===== src/rtl/seq_mag_cmp.sv =====
// Multi-cycle magnitude comparator: CHUNK bits per cycle, MSB-first, early exit on first difference.
// Optional CMP_SIGNED_EN: two's-complement operands, sign bit of the MSB chunk is flipped before comparing.
//
// state  | meaning
// IDLE   | waiting for start; results from the last compare are held
// RUN    | comparing the chunk at idx_q
// DONE   | result valid, done pulses for this single cycle
module seq_mag_cmp #(
  parameter int WIDTH = 16,
  parameter int CHUNK = 4
) (
  input  logic                              clk,
  input  logic                              rst_n,
  input  logic                              start,
  input  logic [WIDTH-1:0]                  a,
  input  logic [WIDTH-1:0]                  b,
  output logic                              busy,
  output logic                              done,
  output logic                              eq,
  output logic                              lt,
  output logic                              gt,
  output logic [$clog2(WIDTH/CHUNK):0]      cycles
);

  localparam int NCHUNK = WIDTH / CHUNK;
  localparam int CW     = $clog2(NCHUNK) + 1;
  localparam int IW     = (NCHUNK > 1) ? $clog2(NCHUNK) : 1;

  typedef enum logic [1:0] {S_IDLE, S_RUN, S_DONE} state_t;

  state_t           state_q, state_d;
  logic [WIDTH-1:0] a_q, a_d, b_q, b_d;
  logic [IW-1:0]    idx_q, idx_d;
  logic [CW-1:0]    cyc_q, cyc_d;
  logic             eq_q, eq_d, lt_q, lt_d, gt_q, gt_d;
  logic [CHUNK-1:0] ca, cb;

  always_ff @(posedge clk or negedge rst_n) begin
    if (!rst_n) begin
      state_q <= S_IDLE;
      a_q     <= '0;
      b_q     <= '0;
      idx_q   <= '0;
      cyc_q   <= '0;
      eq_q    <= 1'b0;
      lt_q    <= 1'b0;
      gt_q    <= 1'b0;
    end else begin
      state_q <= state_d;
      a_q     <= a_d;
      b_q     <= b_d;
      idx_q   <= idx_d;
      cyc_q   <= cyc_d;
      eq_q    <= eq_d;
      lt_q    <= lt_d;
      gt_q    <= gt_d;
    end
  end

  // Constant-index mux keeps the chunk select free of variable part-selects.
  always_comb begin
    ca = '0;
    cb = '0;
    for (int i = 0; i < NCHUNK; i++) begin
      if (idx_q == IW'(i)) begin
        ca = a_q[i*CHUNK +: CHUNK];
        cb = b_q[i*CHUNK +: CHUNK];
      end
    end
`ifdef CMP_SIGNED_EN
    if (idx_q == IW'(NCHUNK-1)) begin
      ca[CHUNK-1] = ~ca[CHUNK-1];
      cb[CHUNK-1] = ~cb[CHUNK-1];
    end
`endif
  end

  always_comb begin
    state_d = state_q;
    case (state_q)
      S_IDLE:  if (start) state_d = S_RUN;
      S_RUN:   if ((ca != cb) || (idx_q == '0)) state_d = S_DONE;
      S_DONE:  state_d = S_IDLE;
      default: state_d = S_IDLE;
    endcase
  end

  always_comb begin
    a_d   = a_q;
    b_d   = b_q;
    idx_d = idx_q;
    cyc_d = cyc_q;
    eq_d  = eq_q;
    lt_d  = lt_q;
    gt_d  = gt_q;
    if (state_q == S_IDLE && start) begin
      a_d   = a;
      b_d   = b;
      idx_d = IW'(NCHUNK-1);
      cyc_d = '0;
      eq_d  = 1'b0;
      lt_d  = 1'b0;
      gt_d  = 1'b0;
    end else if (state_q == S_RUN) begin
      cyc_d = cyc_q + CW'(1);
      if (ca < cb)             lt_d  = 1'b1;
      else if (ca > cb)        gt_d  = 1'b1;
      else if (idx_q == '0)    eq_d  = 1'b1;
      else                     idx_d = idx_q - IW'(1);
    end
  end

  always_comb begin
    busy   = (state_q == S_RUN);
    done   = (state_q == S_DONE);
    eq     = eq_q;
    lt     = lt_q;
    gt     = gt_q;
    cycles = cyc_q;
  end

endmodule

===== config.mk =====
export PLATFORM = sky130hd
export DESIGN_NAME = seq_mag_cmp
export DESIGN_NICKNAME = d
export VERILOG_FILES = /design/src/rtl/seq_mag_cmp.sv
export SDC_FILE = /design/constraint.sdc
export NUM_CORES = 1
export LEC_CHECK = 0
export ABC_AREA = 0
export CAP_MARGIN = 0
export CORE_MARGIN = 2
export CORE_UTILIZATION = 47
export DETAILED_ROUTE_END_ITERATION = 6
export HOLD_SLACK_MARGIN = 0.05
export PLACE_DENSITY = 0.71
export SYNTH_ARGS = -nofsm -noshare
export SYNTH_HDL_FRONTEND = slang
export SYNTH_SLANG_ARGS = --single-unit

===== constraint.sdc =====
create_clock -name clk -period 3.22 [get_ports clk]
set_input_delay 0.966 -clock clk [delete_from_list [all_inputs] [get_ports clk]]
set_output_delay 0.966 -clock clk [all_outputs]
set_load 0.05 [all_outputs]

==> qor.yml <==
sta:
  max_freq_ghz: 0.3427
  fin_setup_tns_ns: 0
  setup_slack_ns: 0.3021
  period_share_pct: 90.62
  slew_violations: 0
  setup_viol: 0
  holdWs_ns: 0.4896
  max-slew-margin-rel_pct: 38.10
  hold_viol: 0
  finalCriticalPeriod_ns: 2.918
  worst_pin_slew_ns: 0.9286
  skew_ns: 0.01450
  rsz0062_at_grt: "false"
power:
  power_mw: 2.480
  leakage_nw: 1.271
  peakVddDrop_mv: 0.3252
  p_clk_share_pct: 14.3
  switching_share_pct: 43.10
  p_sw_mw: 1.069
  p_per_area_nw_per_um2: 930.0
  intPower_mw: 1.411
  pwr-share-comb_pct: 47.4
  seqPwrFrac_pct: 38.3
floorplan:
  die-area_um2: 5181
  die_h_um: 71.98
  rows: 24
  core_um2: 4414
  die_w_um: 71.98
  ios: 43
  floorplan.initialDensity_pct: 49.21
place:
  gp_congestion: 0.7826
  dp.cells: 312
  dpl_cell_area_um2: 2571
  dp_slack_ns: 0.3499
  port_buffers: 42
  dp_hpwl_mm: 3.046
synth:
  synth_area_leaders: "dfrtp_1 48%, nand2_1 18%, ha_1 5.2%, a221oi_2 4.8%, buf_6 3.1%"
  async_reset_ff_share_pct: 100.0
  ys_ff_latch: 42
  synth.distinct_cells: 37
  netlist_instances: 228
  synth_nets: 272
  syn-cell-area_um2: 2172
  avgSynthCellArea_um2: 9.527
  yosysWarnings: 0
  synthMostInstantiatedCell: "nand2_1"
  netlist.top_cell.by_area: "dfrtp_1"
  synth_commonest_cells: "103 x nand2_1, 42 x dfrtp_1, 9 x ha_1"
  ys.flop_type: "dfrtp_1"
  synth_edf_count: 0
  yosysSeqAreaShare_pct: 48.39
  yosys.area.top_type_share_pct: 48.39
worst_setup_path:
  path_buf_inv: 1
  critPathKind: "flop to flop"
  endpoint_kind: "flop"
  cp.arrival_ns: 3.09
  cp_max_fo: 10
  required_ns: 3.39
  max_stage_delay_ns: 0.53
  worst_path_max_delay_cell: "ha_1"
  worstSetupStartpointType: "flop"
  rr_worst_depth: 11
  crit_cells: 11
  critPathMostFrequentCell: "ha_1"
  crit_chain: "inv_1 > ha_1 > nor2b_4 > a221oi_2 > nor3_2 > a21oi_2 > ha_1 > nor2b_2 > o211ai_1 > a21oi_1 > a32o_1"
  worstSetupEndpoint: "eq$_DFFE_PN0P_"
  crit_family: "compound AO/OA/AOI/OAI gates"
  rr_startpoint: "idx_q[1]$_DFFE_PN0P_"
  worstSetupStartpoint: "idx_q[1]$_DFFE_PN0P_"
  ff2ff_setup_slack_ns: 0.30
  reg2reg_to: "eq$_DFFE_PN0P_"
global_route:
  grt_pass1_vias: 1646
  grt_pass1_wl_mm: 7.417
  grtUsageTotal_pct: 18.24
  grt-ovfl-total: 0
  grt_use_met3_pct: 3.333
  antenna_found_initial: 0
  use_met2_pct: 29.84
  top_usage_layer: "met2"
  met1_usage_pct: 24.55
  grt_max_degree: 43
finish:
  drive_gt1_share_pct: 11.57
  diodes: 0
  final_area_um2: 2666
  multi_input_area_um2: 1006
  instances_no_fill: 320
  seqCellArea_um2: 1051
  n_fill_cell: 405
  area_growth_pct: 22.75
  utilization_pct: 60.40
  final_nets: 311
clocking:
  cts_inserted_buffers: 5
  root_buffer: "clkbuf_8"
  cts_buffer_depth: 2
  clk_pin_slew_ns: 0.08
  cts_tree: "built"
  holdBufCountCts: 0
  h-tree-depth: 2
  cts_resized: 0
  cts_setup_buffers: 0
  clock_latency_ns: 0.30
  cts_sinks: 42
drt:
  wirelength_mm: 4.358
  dr.pass1.iters: 5
  via_count: 1657
  post-route-drc-count: 0
  vias_per_cell: 5.178
  wl_per_cell_um: 13.62
  ant_nets: 0
  drt_iter0_markers: 111
outcome:
  outcome: "finished clean"
min_path:
  hold_path_class: "flop to flop"
job:
  cap_violations: 0
## registers in the layout, summed over array words and instances, names as in the netlist
signal / cells
cycles: 3
eq: 1
state_q: 2
gt: 1
b_q: 16
lt: 1
idx_q: 2
a_q: 16
## placed cells by master (no fill, tap or decap), types with 2 or more instances in the layout
cell type and n:
nand2b_1 2, dfrtp_1 42, nand2_1 103, ha_1 9, o21ai_0 3, clkbuf_8 6
nor3_1 2, buf_4 2, a32o_1 2, a21oi_1 7, a221oi_2 7, a22o_1 3
nor2b_1 7, inv_1 5, clkdlybuf4s50_1 41, o31ai_2 4
## worst min-delay path by stage
stage                   startpoint                   to  slack, ns  cells after the start
3_3_place_gp   a_q[12]$_DFFE_PN0P_  a_q[12]$_DFFE_PN0P_       0.47                      2
2_1_floorplan  b_q[14]$_DFFE_PN0P_  b_q[14]$_DFFE_PN0P_       0.45                      2
5_1_grt        a_q[10]$_DFFE_PN0P_  a_q[10]$_DFFE_PN0P_       0.51                      2
4_1_cts         b_q[9]$_DFFE_PN0P_   b_q[9]$_DFFE_PN0P_       0.49                      2
3_5_place_dp    b_q[9]$_DFFE_PN0P_   b_q[9]$_DFFE_PN0P_       0.47                      2
6_report        b_q[9]$_DFFE_PN0P_   b_q[9]$_DFFE_PN0P_       0.49                      2
## area by class of cell
cell class                      count  share of cell area, %
Clock inverter                      2                 0.4693
Tap cell                           52                  2.440
Timing Repair Buffer               44                  16.14
Sequential cell                    42                  39.42
Inverter                            5                 0.7039
Clock buffer                        6                  3.097
Multi-Input combinational cell    169                  37.73
## kinds of logic (layout without fill, tap and decap cells)
| logic type | count (synthesis) | count (layout) | share of synthesized area (%) |
|---|---|---|---|
| AOI/OAI and AO/OA | 33 | 33 | 14.86 |
| xor gates and xnor gates | 1 | 1 | 0.4033 |
| adders and majority gates | 9 | 9 | 5.184 |
| buffers and inverters | 17 | 57 | 5.299 |
| DFF | 42 | 42 | 48.39 |
| muxes | 1 | 1 | 0.4608 |
| and+or+nand+nor | 125 | 125 | 25.40 |
## per-layer routing
metal | vias up | routed length (µm) | part of all wire, %
li1 | 824 | - | -
met1 | 784 | 2120 | 49
met2 | 44 | 2010 | 46
met3 | 5 | 166 | 3.8
met4 | 0 | 61 | 1.4
met5 | - | 0 | 0
## power by group through the flow
stage | combinational, mW | clock [mW] | sequential [mW]
floorplan | 0.849 | 0 | 0.994
finish | 1.18 | 0.355 | 0.949
global route | 1.32 | 0.377 | 0.973
detailed placement | 1.18 | 0 | 0.957
CTS | 1.19 | 0.359 | 0.950
global placement | 1.16 | 0 | 0.956
## tightest hold or removal path, cell delays in order, from the launching register on
cell and delay, ns:
dfrtp_1 0.35, nand2_1 0.05, nand2_1 0.05
(Power assumes the default switching activity.)
